**config.mk**
```make
export PLATFORM = sky130hd
export DESIGN_NAME = uart_csr_bank
export DESIGN_NICKNAME = d
export VERILOG_FILES = /design/src/rtl/uart_csr_bank.sv
export SDC_FILE = /design/constraint.sdc
export NUM_CORES = 1
export LEC_CHECK = 0
export CORE_MARGIN = 3
export CORE_UTILIZATION = 44
export DETAILED_ROUTE_END_ITERATION = 8
export GPL_TIMING_DRIVEN = 1
export PLACE_DENSITY = 0.77
export REMOVE_ABC_BUFFERS = 1
export SYNTH_ARGS = -nofsm -noshare
export SYNTH_HDL_FRONTEND = slang
export SYNTH_SLANG_ARGS = --single-unit
```
**constraint.sdc**
```tcl
create_clock -name clk -period 1.43 [get_ports clk]
set_input_delay 0.286 -clock clk [delete_from_list [all_inputs] [get_ports clk]]
set_output_delay 0.286 -clock clk [all_outputs]
set_load 0.03 [all_outputs]
```
**src/rtl/uart_csr_bank.sv**
```systemverilog
// uart_csr_bank: per-channel UART CSRs (baud, ctrl, sticky status, irq enable) with irq aggregation.
// Optional: define UART_CSR_WRITE_LOCK_EN to block BAUD and CTRL[6:0] writes while a channel is busy.
module uart_csr_bank #(
    parameter int unsigned NUM_CH   = 4,
    parameter int unsigned DATA_W   = 32,
    parameter int unsigned ADDR_W   = 8,
    parameter int unsigned BAUD_RST = 434
) (
    input  logic                 clk,
    input  logic                 rst_n,
    input  logic [ADDR_W-1:0]    wr_addr,
    input  logic [DATA_W-1:0]    wr_data,
    input  logic                 wen,
    input  logic [ADDR_W-1:0]    rd_addr,
    input  logic                 ren,
    output logic [DATA_W-1:0]    rd_data,
    output logic                 rd_valid,
    output logic                 rd_err,
    output logic                 wr_err,
    output logic [NUM_CH*16-1:0] baud_div,
    output logic [NUM_CH*8-1:0]  ctrl,
    input  logic [NUM_CH-1:0]    parity_err_evt,
    input  logic [NUM_CH-1:0]    frame_err_evt,
    input  logic [NUM_CH-1:0]    overrun_evt,
    input  logic [NUM_CH-1:0]    busy,
    input  logic [NUM_CH-1:0]    free,
    output logic [NUM_CH-1:0]    irq,
    output logic                 irq_any
);
    localparam logic [ADDR_W-1:0] PEND_ADDR = ADDR_W'(4 * NUM_CH);
    localparam logic [15:0]       BAUD_INIT = 16'(BAUD_RST);

    logic [15:0]       baud_q   [NUM_CH];
    logic [7:0]        ctrl_q   [NUM_CH];
    logic [3:0]        sticky_q [NUM_CH];
    logic [3:0]        ien_q    [NUM_CH];
    logic [NUM_CH-1:0] busy_q, irq_q, lock, dbits_bad, irq_next;
    logic [NUM_CH-1:0] we_baud, we_ctrl, we_ien, rd_stat;
    logic              wr_rej, rd_miss;
    logic [DATA_W-1:0] rd_next;

    if (DATA_W > 16) begin : g_unused
        logic unused_hi;
        assign unused_hi = ^wr_data[DATA_W-1:16];
    end

`ifdef UART_CSR_WRITE_LOCK_EN
    assign lock = busy_q;
`else
    assign lock = '0;
`endif

    // wr_rej starts as "rejected" and is cleared only by an accepting RW decode
    always_comb begin
        we_baud = '0;
        we_ctrl = '0;
        we_ien  = '0;
        wr_rej  = wen;
        for (int unsigned c = 0; c < NUM_CH; c++) begin
            if (wr_addr == ADDR_W'(4 * c)) begin
                we_baud[c] = wen & ~lock[c];
                wr_rej     = wen & lock[c];
            end
            if (wr_addr == ADDR_W'(4 * c + 1)) begin
                we_ctrl[c] = wen;
                wr_rej     = wen & lock[c] & (wr_data[6:0] != ctrl_q[c][6:0]);
            end
            if (wr_addr == ADDR_W'(4 * c + 3)) begin
                we_ien[c] = wen;
                wr_rej    = 1'b0;
            end
        end
    end

    always_comb begin
        rd_next = '0;
        rd_miss = 1'b1;
        rd_stat = '0;
        for (int unsigned c = 0; c < NUM_CH; c++) begin
            if (rd_addr == ADDR_W'(4 * c)) begin
                rd_next[15:0] = baud_q[c];
                rd_miss       = 1'b0;
            end
            if (rd_addr == ADDR_W'(4 * c + 1)) begin
                rd_next[7:0] = ctrl_q[c];
                rd_miss      = 1'b0;
            end
            if (rd_addr == ADDR_W'(4 * c + 2)) begin
                rd_next[4:0] = {busy_q[c], sticky_q[c]};
                rd_miss      = 1'b0;
                rd_stat[c]   = ren;
            end
            if (rd_addr == ADDR_W'(4 * c + 3)) begin
                rd_next[3:0] = ien_q[c];
                rd_miss      = 1'b0;
            end
        end
        if (rd_addr == PEND_ADDR) begin
            rd_next[NUM_CH-1:0] = irq_q;
            rd_miss             = 1'b0;
        end
    end

    always_comb begin
        dbits_bad = '0;
        irq_next  = '0;
        baud_div  = '0;
        ctrl      = '0;
        for (int unsigned c = 0; c < NUM_CH; c++) begin
            dbits_bad[c]         = (ctrl_q[c][3:0] < 4'd5) || (ctrl_q[c][3:0] > 4'd8);
            irq_next[c]          = |(sticky_q[c] & ien_q[c]);
            baud_div[16*c +: 16] = baud_q[c];
            ctrl[8*c +: 8]       = ctrl_q[c];
        end
    end

    always_ff @(posedge clk or negedge rst_n) begin
        if (!rst_n) begin
            for (int unsigned c = 0; c < NUM_CH; c++) begin
                baud_q[c]   <= BAUD_INIT;
                ctrl_q[c]   <= 8'h08;
                sticky_q[c] <= '0;
                ien_q[c]    <= '0;
            end
            busy_q   <= '0;
            irq_q    <= '0;
            irq_any  <= 1'b0;
            rd_data  <= '0;
            rd_valid <= 1'b0;
            rd_err   <= 1'b0;
            wr_err   <= 1'b0;
        end else begin
            for (int unsigned c = 0; c < NUM_CH; c++) begin
                if (we_baud[c]) baud_q[c] <= wr_data[15:0];
                if (we_ctrl[c]) ctrl_q[c] <= lock[c] ? {wr_data[7], ctrl_q[c][6:0]} : wr_data[7:0];
                if (we_ien[c])  ien_q[c]  <= wr_data[3:0];
                // event bits: set beats read-clear; data_bits_err: clear wins, re-sets next cycle
                sticky_q[c][3:1] <= (sticky_q[c][3:1] & {3{~rd_stat[c]}})
                                  | {overrun_evt[c], frame_err_evt[c], parity_err_evt[c]};
                sticky_q[c][0]   <= ~rd_stat[c] & (sticky_q[c][0] | dbits_bad[c]);
            end
            busy_q   <= busy | (busy_q & ~free);
            irq_q    <= irq_next;
            irq_any  <= |irq_next;
            rd_valid <= ren;
            rd_err   <= ren & rd_miss;
            wr_err   <= wr_rej;
            if (ren) rd_data <= rd_next;
        end
    end

    assign irq = irq_q;

endmodule

```
==> results.rst, run 1 <==
.. list-table::
   :header-rows: 1

   * - Metric
     - Value
   * - Period utilisation layout
     - 1.14
   * - Level count of the clock H-tree
     - 4
   * - Standard-cell rows
     - between 40 and 50
   * - Worst-path fanout max
     - 6
   * - Power density relative to cell area
     - 970 nW/um^2
   * - Die span in y
     - between 100 and 150 um
   * - Sum of net half-perimeters after detailed placement
     - 19400 um
   * - Met3 GRT Util
     - 0.0744
   * - Total internal power
     - a little over 8 mW
   * - Top cell type by total area after synthesis
     - dfrtp_1
   * - Number of global-route vias before repair
     - 7263
   * - Top-area cell type share of the netlist area
     - 0.445
   * - Worst Setup Slack, final
     - -0.196 ns
   * - CP Launch Type
     - primary input
   * - Beginning of the worst hold path
     - wen
   * - R2r setup slk
     - -0.16 ns
   * - Die area
     - 18500 um^2
   * - Top Usage Layer GRT
     - met2
   * - Number of cells produced by synthesis
     - 624
   * - Post-layout instance count excluding filler cells
     - 1193
   * - End of the worst hold path
     - wr_err
   * - Critical register-to-register path startpoint
     - baud_div[36]
   * - Flip-flop and latch count after synthesis
     - 156
   * - Number of maximum-capacitance violations
     - 0
   * - Total global-route track usage
     - 0.316
   * - Ports placed on the boundary
     - between 200 and 250
   * - Clock insertion delay at the later pin of the skew report
     - 0.43 ns
   * - Library cells used by synthesis
     - 58
   * - Failing checks
     - setup timing
   * - Core area
     - ~16000 um^2
   * - Global-route track usage on met1
     - 0.411
   * - Run status
     - finished, violations left
   * - Critical register-to-register path endpoint
     - rd_data[4]
   * - Average wire per standard cell
     - 24.0 um
   * - Synth Cell Area
     - 7420 um^2
   * - Met2 track utilization from global routing
     - 0.506
   * - Crit path capture type
     - flop
   * - Synth top cells by count
     - 132 x dfrtp_1, 117 x mux2_2, 45 x nor2_1, 31 x a22oi_1, 30 x a21oi_1
   * - Data arrival time of the critical path
     - approximately 1.9 ns
   * - Endpoints failing setup
     - 53
   * - Share of async-settable or async-resettable flops after synthesis
     - 1.00
   * - Switching power summed over all nets
     - 3.34 mW
   * - Final worst path period need
     - 1.63 ns
   * - Top flip-flop cell by instance count after synthesis
     - dfrtp_1
   * - # clock sinks
     - 156
   * - Global-route wire length before repair
     - 43600 um
   * - Worst min-delay path class
     - in -> reg
   * - Detail Route Antenna Nets
     - 0
   * - Number of search-and-repair iterations in the first detailed-routing pass
     - 5
   * - Syn-to-layout area delta
     - 61.4%
   * - Cell types occupying the most area after synthesis
     - dfrtp_1 44%, mux2_2 18%, dfstp_2 8.5%
   * - Filler cell count in the final layout
     - 1073
   * - Relative contribution of the clock network to total power
     - 0.391
   * - Clock buffer depth
     - 2
   * - Clock skew after layout
     - between 0.01 and 0.015 ns
   * - Count of cells along the worst register-to-register path
     - 6
   * - Proportion of power drawn by flip-flops and latches
     - 0.419
   * - IO Port Bufs
     - 175
   * - Number of diodes added for antenna fixing
     - 0
   * - Width of the chip
     - 136 um
   * - Part of the total power dissipated in combinational logic
     - 0.190
   * - Final count of hold timing violations
     - 0
   * - Total design power
     - 11.6 mW
   * - Antenna violations before repair
     - 0
   * - Via density per instance
     - about 5.8
   * - Sequential fraction of the synthesis area
     - 0.530
   * - RSZ-0062 raised after global routing
     - true
   * - Total instance count after detailed placement
     - roughly 1100
   * - Layout Nets
     - 1036
   * - First DRT Iteration DRCs
     - 525
   * - Mean cell area of the mapped netlist
     - 11.9 um^2
   * - Share of post-route cells with drive strength above 1
     - 0.549
   * - Number of enable flip-flop cells after synthesis
     - 0
   * - Clock input transition at the sequential cells of the worst setup and hold paths
     - approximately 0.060 ns
   * - Number of remaining DRC errors
     - 0
   * - Static leakage
     - about 5.6 nW
   * - Final cell utilization of the core
     - 0.741
   * - Critical path type
     - in -> reg
   * - Initial cell density of the core
     - 0.459
   * - Maximum ir drop on the vdd rail
     - 850 uV
   * - Top-count cell post-synth
     - dfrtp_1
   * - Number of buffers inserted during clock tree synthesis
     - 17
   * - Number of warnings reported in the yosys synthesis log
     - 0
   * - Endpoint required time on the critical path
     - 1.74 ns
   * - Buffer type at the clock tree root
     - clkbuf_16
   * - Pin count of the biggest net entering global routing
     - 44
   * - Total congestion overflow
     - 0
   * - Worst slack at placement
     - -1.16 ns
   * - Upper clock frequency limit
     - around 0.62 GHz
   * - Final routed wirelength across all metal layers
     - about 29000 um
   * - Sw Ratio
     - 0.287
   * - Clock tree from TritonCTS
     - yes
   * - Total number of vias
     - 6906
   * - WHS Path Cells
     - 2
   * - Max-slew violation count
     - 0
   * - RePlAce Congestion
     - around 0.91
==> area by class of cell <==
class                           instances  area (um^2)  share of cell area
Sequential cell                       156         3930               0.328
Tap cell                              216          270              0.0225
Clock buffer                           18          429              0.0358
Multi-Input combinational cell        428         3630               0.303
Timing Repair Buffer                  353         3530               0.294
Clock inverter                         14          158              0.0132
Inverter                                8         33.8             0.00282
==> logic make-up after synthesis <==
group,after synthesis,synth area share
flops,156,0.530
compound gates,148,0.137
simple gates,139,0.0964
mux,125,0.192
buf+inv,55,0.0447
other cells,1,0.000505
==> how the worst max path moves through the flow <==
stage	from	endpoint	slack, ns
6_report	rd_addr[6]	rd_data[3]	-0.20
5_1_grt	rd_addr[6]	rd_data[6]	-0.27
4_1_cts	rd_addr[5]	rd_data[6]	-0.18
3_5_place_dp	rd_addr[4]	rd_data[3]	-1.16
3_3_place_gp	rd_addr[0]	rd_err	-1.10
2_1_floorplan	wr_addr[5]	baud_div[0]	-0.95
==> power by group through the flow <==
| stage | registers (mW) | clock network, mW | logic, mW |
|---|---|---|---|
| 2_1_floorplan | 5.27 | 0 | 0.428 |
| 3_5_place_dp | 4.93 | 0 | 2.04 |
| 4_1_cts | 4.86 | 4.57 | 2.17 |
| 5_1_grt | 4.89 | 4.79 | 2.33 |
| 3_3_place_gp | 4.92 | 0 | 2.01 |
| 6_report | 4.87 | 4.55 | 2.21 |
==> registers in the layout, indices dropped and copies added, names as in the netlist <==
register	cells
baud_div	64
busy_q	4
ctrl	32
ien_q	16
irq	4
irq_any	1
rd_data	16
rd_err	1
rd_valid	1
sticky_q	16
wr_err	1
==> worst max-delay path, stage by stage <==
cell and delay, ns:
buf_6 0.10, or4_4 0.61, buf_4 0.19, nor2_4 0.10, o21ai_0 0.10, a22o_1 0.26, a21oi_2 0.20, o21ai_1 0.09
==> through the flow <==
| step | hold slack (ns) | setup TNS (ns) | instance area [um^2] |
|---|---|---|---|
| after global routing | 0.308 | -6.10 | 12000 |
| after CTS | 0.306 | -3.97 | 12000 |
| after detailed placement | 0.262 | -105.58 | 10600 |
| after global placement | 0.258 | -100.68 | 10600 |
| final | 0.311 | -3.47 | 12000 |
| after floorplan | -0.00959 | -47.71 | 7180 |
==> layer usage <==
| metal | vias to the layer above | wire, um |
|---|---|---|
| met5 | - | 0 |
| li1 | 2982 | - |
| met1 | 3489 | 11800 |
| met2 | 363 | 13800 |
| met3 | 72 | 1970 |
| met4 | 0 | 1070 |
==> layout by cell type (no fill, tap or decap), types with 10 or more instances in the layout <==
cell / Yosys / final
a21o_1: 17 / 17
a21oi_1: 30 / 26
a22oi_1: 31 / 28
a31oi_1: 11 / 10
buf_12: 0 / 43
buf_2: 9 / 45
buf_4: 17 / 141
buf_6: 4 / 50
clkbuf_16: 0 / 17
clkdlybuf4s15_2: 0 / 23
clkdlybuf4s50_1: 0 / 37
conb_1: 1 / 16
dfrtp_1: 132 / 132
dfstp_2: 24 / 24
mux2_2: 117 / 80
mux2_4: 0 / 37
nand2_1: 28 / 22
nor2_1: 45 / 41
nor2b_1: 14 / 10
==> repair_timing <==
action                     4_1_cts  5_1_grt
hold endpoints to repair        29        0
pin swaps                       30       15
resized for setup              388      109
gates cloned                     5        0
hold buffers                     1        0
setup endpoints to repair      231      134
buffers inserted                33       14
Power figures use the tool's default switching activity.
==> run 2, diff against run 1 <==
--- a/config.mk
+++ b/config.mk
@@ -5,7 +5,6 @@
 export SDC_FILE = /design/constraint.sdc
 export NUM_CORES = 1
 export LEC_CHECK = 0
-export CORE_MARGIN = 3
 export CORE_UTILIZATION = 44
 export DETAILED_ROUTE_END_ITERATION = 8
 export GPL_TIMING_DRIVEN = 1
==> results.rst, run 2 (synthesized netlist as in run 1, its figures left out) <==
.. list-table::
   :header-rows: 1

   * - Metric
     - Value
   * - Pin count of the biggest net entering global routing
     - 41 (-6.8%)
   * - Combined flip-flop and latch cell area
     - 3940 um^2 (about the same)
   * - Worst min-delay path class
     - in -> reg
   * - Maximum cell stage delay along the critical path
     - 0.57 ns (-0.04 ns)
   * - Detail Route Antenna Nets
     - 0 (unchanged)
   * - Power density relative to cell area
     - 972 nW/um^2 (+0.16%)
   * - Number of remaining DRC errors
     - 0 (unchanged)
   * - Beginning of the worst hold path
     - wen
   * - Final worst path period need
     - 1.68 ns (+0.0516 ns)
   * - Layout Nets
     - 1050 (+1.4%)
   * - Worst Setup Slack, final
     - -0.248 ns (-0.0516 ns)
   * - IO Port Bufs
     - 175 (unchanged)
   * - Maximum ir drop on the vdd rail
     - 913 uV (+7.5%)
   * - # clock sinks
     - 156 (unchanged)
   * - Standard-cell rows
     - 47 (+2.2%)
   * - Critical Path Most Common Cell
     - buf_8
   * - Number of flip-flops in the largest register
     - 64 (unchanged)
   * - Level count of the clock H-tree
     - 4 (unchanged)
   * - Number of buffers inserted during clock tree synthesis
     - 17 (unchanged)
   * - Most frequent standard cell in the layout excluding fill and tap cells
     - buf_4
   * - Endpoint required time on the critical path
     - 1.74 ns (about the same)
   * - Average wire per standard cell
     - 23.8 um (-0.69%)
   * - Failing checks
     - setup timing
   * - Final routed wirelength across all metal layers
     - 28900 um (+0.81%)
   * - Width of the chip
     - 132 um (-2.9%)
   * - Critical register-to-register path endpoint
     - rd_data[5]
   * - Syn-to-layout area delta
     - 65.0%
   * - Die area
     - 17400 um^2 (-5.8%)
   * - Clock skew after layout
     - 0.00906 ns (-0.00192 ns)
   * - Clock input transition at the sequential cells of the worst setup and hold paths
     - 0.06 ns (about the same)
   * - CP Launch Type
     - primary input
   * - Final count of hold timing violations
     - 0 (unchanged)
   * - Initial cell density of the core
     - 0.449 (-0.00977)
   * - Cell with the largest stage delay on the worst path
     - or4_4
   * - Run status
     - finished, violations left
   * - Clock insertion delay at the later pin of the skew report
     - 0.44 ns (about the same)
   * - Number of maximum-capacitance violations
     - 0 (unchanged)
   * - Most used cells in the layout excluding fill and tap cells
     - 141 x buf_4, 131 x dfrtp_1, 87 x mux2_2
   * - Ports placed on the boundary
     - 208 (unchanged)
   * - Area used by multi-input combinational logic
     - 3690 um^2 (+1.7%)
   * - Core area
     - 16500 um^2 (+2.2%)
   * - Antenna violations before repair
     - 0 (unchanged)
   * - Critical register-to-register path startpoint
     - baud_div[5]
   * - Data arrival time of the critical path
     - 1.99 ns (+0.06 ns)
   * - Number of global-route vias before repair
     - 7420 (+2.2%)
   * - RSZ-0062 raised after global routing
     - true
   * - Endpoints failing setup
     - 61 (+15%)
   * - Fin Setup TNS
     - -4.99 ns (-1.52 ns)
   * - Critical-path cell list
     - buf_8 > or4_4 > buf_8 > buf_12 > nor3_4 > a21oi_1 > o21ai_1 > a31oi_1 > o31a_1
   * - RePlAce Congestion
     - 0.921 (+0.77%)
   * - Via density per instance
     - 5.91 (+2.1%)
   * - Clock buffer depth
     - 2 (unchanged)
   * - Max-slew violation count
     - 0 (unchanged)
   * - Total congestion overflow
     - 0 (unchanged)
   * - Upper clock frequency limit
     - 0.596 GHz (-3.1%)
   * - Static leakage
     - 5.71 nW (+2.0%)
   * - Final cell utilization of the core
     - 0.741 (about the same)
   * - Worst-path fanout max
     - 5 (-1)
   * - Count of cells along the worst register-to-register path
     - 6 (unchanged)
   * - Critical path type
     - in -> reg
   * - Number of search-and-repair iterations in the first detailed-routing pass
     - 6 (+1)
   * - Number of diodes added for antenna fixing
     - 0 (unchanged)
   * - Total global-route track usage
     - 0.334 (+0.0183)
   * - Filler cell count in the final layout
     - 1028 (-4.2%)
   * - Clock tree from TritonCTS
     - yes
   * - Period utilisation layout
     - 1.17 (+0.0361)
   * - Buffer type at the clock tree root
     - clkbuf_16
   * - Die span in y
     - 132 um (-2.9%)
   * - First DRT Iteration DRCs
     - 720 (+37%)
   * - R2r setup slk
     - -0.17 ns (about the same)
   * - Crit path capture type
     - flop
   * - Sum of net half-perimeters after detailed placement
     - 18700 um (-3.4%)
   * - End of the worst hold path
     - wr_err
   * - Global-route wire length before repair
     - 43800 um (+0.44%)
   * - Share of post-route cells with drive strength above 1
     - 0.570 (+0.0215)
   * - Total number of vias
     - 7158 (+3.6%)
   * - WHS Path Cells
     - 2 (unchanged)
   * - Hold_ws
     - 0.289 ns (-0.0217 ns)
run 2: repair_timing:
| item | CTS | global route |
|---|---|---|
| cloned | 5 | 0 |
| pin swaps | 59 | 20 |
| gates resized for setup | 428 | 92 |
| endpoints found under the hold margin | 28 | 0 |
| setup endpoints to repair | 236 | 168 |
| buffers inserted | 39 | 10 |
| hold buffers | 1 | 0 |
run 2: worst max path at each step:
stage               startpoint          end
CTS                 rd_addr[6]   rd_data[1]
floorplan           wr_addr[5]  baud_div[0]
finish              rd_addr[6]   rd_data[2]
global route        rd_addr[6]   rd_data[4]
detailed placement  rd_addr[5]   rd_data[1]
global placement    rd_addr[5]   rd_data[1]
run 2: stage by stage:
step           total power [mW]  cell area, um^2  worst slack (ns)  cells
3_3_place_gp               6.95            10700             -1.14   1132
6_report                   11.9            12200            -0.248   1211
5_1_grt                    12.2            12200            -0.316   1211
3_5_place_dp               6.99            10700             -1.15   1132
2_1_floorplan              5.69             7180            -0.951    592
4_1_cts                    11.9            12200            -0.269   1207
run 2: where the power goes:
part           internal [mW]  switching [mW]
Sequential              4.66           0.210
Clock                   2.91            1.88
Combinational           1.03            1.21
Total                   8.60            3.30
run 2: routing by layer:
layer,global-route usage,routed length (um),vias up
li1,-,-,3016
met1,0.419,11200,3644
met2,0.557,14500,404
met3,0.0542,1940,94
met4,0.174,1160,0
met5,0,0,-
run 2: cell type report:
type | count | area share
clock buffers | 21 | 0.0384
clock inverters | 11 | 0.0126
inverters | 8 | 0.00276
multi-input cells | 428 | 0.302
flip-flops and latches | 156 | 0.321
well taps | 220 | 0.0225
repair buffers | 367 | 0.301
run 2: critical path: cells and delay by family:
family                 cells  cell delay [ns]
buffers and inverters      3             0.39
AND/OR/NAND/NOR            2             0.72
AO/OA/AOI/OAI              4             0.60
==> run 3, diff against run 2 <==
==> config.mk (replaced) <==
export PLATFORM = sky130hd
export DESIGN_NAME = uart_csr_bank
export DESIGN_NICKNAME = d
export VERILOG_FILES = /design/src/rtl/uart_csr_bank.sv
export SDC_FILE = /design/constraint.sdc
export NUM_CORES = 1
export LEC_CHECK = 0
export CORE_UTILIZATION = 48
export DETAILED_ROUTE_END_ITERATION = 8
export GPL_TIMING_DRIVEN = 1
export PLACE_DENSITY = 0.8
export SYNTH_ARGS = -nofsm -noshare
export SYNTH_HDL_FRONTEND = slang
export SYNTH_SLANG_ARGS = --single-unit
==> constraint.sdc (replaced) <==
create_clock -name clk -period 1.7 [get_ports clk]
set_input_delay 0.34 -clock clk [delete_from_list [all_inputs] [get_ports clk]]
set_output_delay 0.34 -clock clk [all_outputs]
set_load 0.03 [all_outputs]
==> results.rst, run 3 (synthesized netlist as in run 1, its figures left out) <==
.. list-table::
   :header-rows: 1

   * - Metric
     - Value
   * - Combined flip-flop and latch cell area
     - 3930 um^2 (about the same)
   * - IO Port Bufs
     - 175 (unchanged)
   * - Most frequent standard cell in the layout excluding fill and tap cells
     - dfrtp_1
   * - Data arrival time of the critical path
     - 2.13 ns (+0.14 ns)
   * - Total number of vias
     - 6724 (-6.1%)
   * - Maximum cell stage delay along the critical path
     - 0.61 ns (+0.04 ns)
   * - Crit path capture type
     - flop
   * - Final cell utilization of the core
     - 0.724 (-0.0169)
   * - Critical register-to-register path endpoint
     - rd_data[1]
   * - Core area
     - 15100 um^2 (-8.3%)
   * - Part of the total power dissipated in combinational logic
     - 0.166 (-0.022)
   * - Width of the chip
     - 126 um (-4.2%)
   * - Clock buffer depth
     - 2 (unchanged)
   * - Relative contribution of the clock network to total power
     - 0.395 (-0.008)
   * - Filler cell count in the final layout
     - 1006 (-2.1%)
   * - Critical path type
     - in -> reg
   * - Maximum ir drop on the vdd rail
     - 743 uV (-19%)
   * - Critical-path cell list
     - buf_6 > or4_4 > nor3_4 > buf_4 > o211ai_1 > a31oi_1 > o31a_1
   * - Number of global-route vias before repair
     - 6814 (-8.2%)
   * - RePlAce Congestion
     - 0.943 (+2.4%)
   * - Die area
     - 16000 um^2 (-8.2%)
   * - Average wire per standard cell
     - 23.2 um (-2.8%)
   * - Total congestion overflow
     - 0 (unchanged)
   * - Final routed wirelength across all metal layers
     - 25300 um (-12%)
   * - Number of remaining DRC errors
     - 0 (unchanged)
   * - RSZ-0062 raised after global routing
     - true
   * - Hold_ws
     - 0.238 ns (-0.0510 ns)
   * - Sw Ratio
     - 0.303 (+0.0257)
   * - R2r setup slk
     - 0 ns (+0.17 ns)
   * - Clock tree from TritonCTS
     - yes
   * - Global-route wire length before repair
     - 38800 um (-11%)
   * - # clock sinks
     - 156 (unchanged)
   * - Worst-path fanout max
     - 5 (unchanged)
   * - Final count of hold timing violations
     - 0 (unchanged)
   * - Pin count of the biggest net entering global routing
     - 49 (+20%)
   * - Clock insertion delay at the later pin of the skew report
     - 0.44 ns (about the same)
   * - Setup crit start
     - rd_addr[6]
   * - Level count of the clock H-tree
     - 4 (unchanged)
   * - Endpoints failing setup
     - 4 (-93%)
   * - Count of cells along the worst register-to-register path
     - 6 (unchanged)
   * - Total instance count after detailed placement
     - 1047 (-7.5%)
   * - Detail Route Antenna Nets
     - 0 (unchanged)
   * - Number of maximum-capacitance violations
     - 0 (unchanged)
   * - Area used by multi-input combinational logic
     - 3490 um^2 (-5.6%)
   * - Standard-cell rows
     - 45 (-4.3%)
   * - Fin Setup TNS
     - -0.144 ns (+4.84 ns)
   * - Power density relative to cell area
     - 850 nW/um^2 (-13%)
   * - Number of flip-flops in the largest register
     - 64 (unchanged)
   * - Worst Setup Slack, final
     - -0.0589 ns (+0.189 ns)
   * - Initial cell density of the core
     - 0.490 (+0.0409)
   * - Placed Area
     - 10100 um^2 (-5.5%)
   * - Final worst path period need
     - 1.76 ns
   * - Clock input transition at the sequential cells of the worst setup and hold paths
     - 0.07 ns (about the same)
   * - Syn-to-layout area delta
     - 47.8%
   * - Cell area after layout
     - 11000 um^2 (-10%)
   * - Worst slack at placement
     - -0.863 ns (+0.284 ns)
   * - CP Launch Type
     - primary input
   * - Cell depth of the worst setup path
     - 7 (-2)
   * - Via density per instance
     - 6.16 (+4.3%)
   * - Buffer type at the clock tree root
     - clkbuf_16
   * - Ports placed on the boundary
     - 208 (unchanged)
   * - Total internal power
     - 6.50 mW (-24%)
   * - Clock skew after layout
     - 0.0115 ns (+0.00241 ns)
   * - Worst min-delay path class
     - in -> reg
   * - Failing checks
     - setup timing
   * - Endpoint required time on the critical path
     - 2.07 ns (+0.33 ns)
   * - Total design power
     - 9.33 mW (-22%)
   * - Cell with the largest stage delay on the worst path
     - or4_4
   * - Switching power summed over all nets
     - 2.83 mW (-14%)
   * - Run status
     - finished, violations left
   * - Total global-route track usage
     - 0.323 (-0.0111)
   * - Worst setup path end
     - rd_data[2]
   * - Critical register-to-register path startpoint
     - baud_div[1]
   * - Buf/Inv on CP
     - 2 (-1)
   * - Die span in y
     - 126 um (-4.2%)
   * - Post-layout instance count excluding filler cells
     - 1091 (-9.9%)
   * - Number of buffers inserted during clock tree synthesis
     - 17 (unchanged)
   * - Number of search-and-repair iterations in the first detailed-routing pass
     - 6 (unchanged)
   * - Sum of net half-perimeters after detailed placement
     - 17000 um (-9.3%)
   * - Most used cells in the layout excluding fill and tap cells
     - 132 x dfrtp_1, 102 x mux2_2, 96 x dlygate4sd2_1
   * - Upper clock frequency limit
     - 0.569 GHz
   * - Share of post-route cells with drive strength above 1
     - 0.388 (-0.182)
   * - Antenna violations before repair
     - 1 (+1)
   * - First DRT Iteration DRCs
     - 755 (+4.9%)
   * - Period utilisation layout
     - 1.03
   * - Crit path max-delay family
     - simple AND/OR/NAND/NOR gates
   * - Max-slew violation count
     - 0 (unchanged)
   * - Static leakage
     - 5.24 nW (-8.3%)
   * - Layout Nets
     - 961 (-8.5%)
   * - Proportion of power drawn by flip-flops and latches
     - 0.439 (+0.030)
run 3: worst min-delay path: stages:
cell and delay (ns):
buf_2 0.13, a2111oi_1 0.07, nor2b_1 0.09
run 3: routing by layer:
| layer | vias to the layer above | track usage | share of wire | wire length, um |
|---|---|---|---|---|
| met5 | - | 0 | 0 | 0 |
| met4 | 0 | 0.146 | 0.037 | 938 |
| met3 | 91 | 0.0814 | 0.096 | 2430 |
| met2 | 437 | 0.512 | 0.48 | 12000 |
| met1 | 3351 | 0.420 | 0.39 | 9900 |
| li1 | 2845 | - | - | - |
run 3: timing repair:
action                                 CTS  global route
resized for setup                      226            33
setup buffers                            4             2
endpoints found under the hold margin   41             0
hold buffers                             1             0
gates cloned                             3             1
setup endpoints to repair              187            35
pin swaps                               11            17
run 3: worst min-delay path by stage:
stage                     from     endpoint  slack, ns  depth (start not counted)
finish              rd_addr[7]       rd_err       0.24                          3
global route        rd_addr[7]       rd_err       0.25                          3
CTS                 rd_addr[7]       rd_err       0.22                          3
detailed placement       rst_n      ctrl[9]       0.32                          1
global placement         rst_n      ctrl[9]       0.31                          1
floorplan                rst_n  baud_div[0]       0.04                          0
run 3: area by class of cell:
class	instances	share of cell area
sequential	156	0.359
multi-input combinational	428	0.318
timing repair buffer	278	0.247
clock buffer	17	0.0388
tap	188	0.0214
clock inverter	15	0.0135
inverter	8	0.00308
antenna	1	0.000228
run 3: power groups by stage:
stage	Clock, mW	Sequential, mW	Combinational (mW)
6_report	3.68	4.09	1.55
5_1_grt	3.86	4.11	1.62
4_1_cts	3.71	4.09	1.52
3_5_place_dp	0	4.16	1.56
3_3_place_gp	0	4.14	1.52
2_1_floorplan	0	4.43	0.465
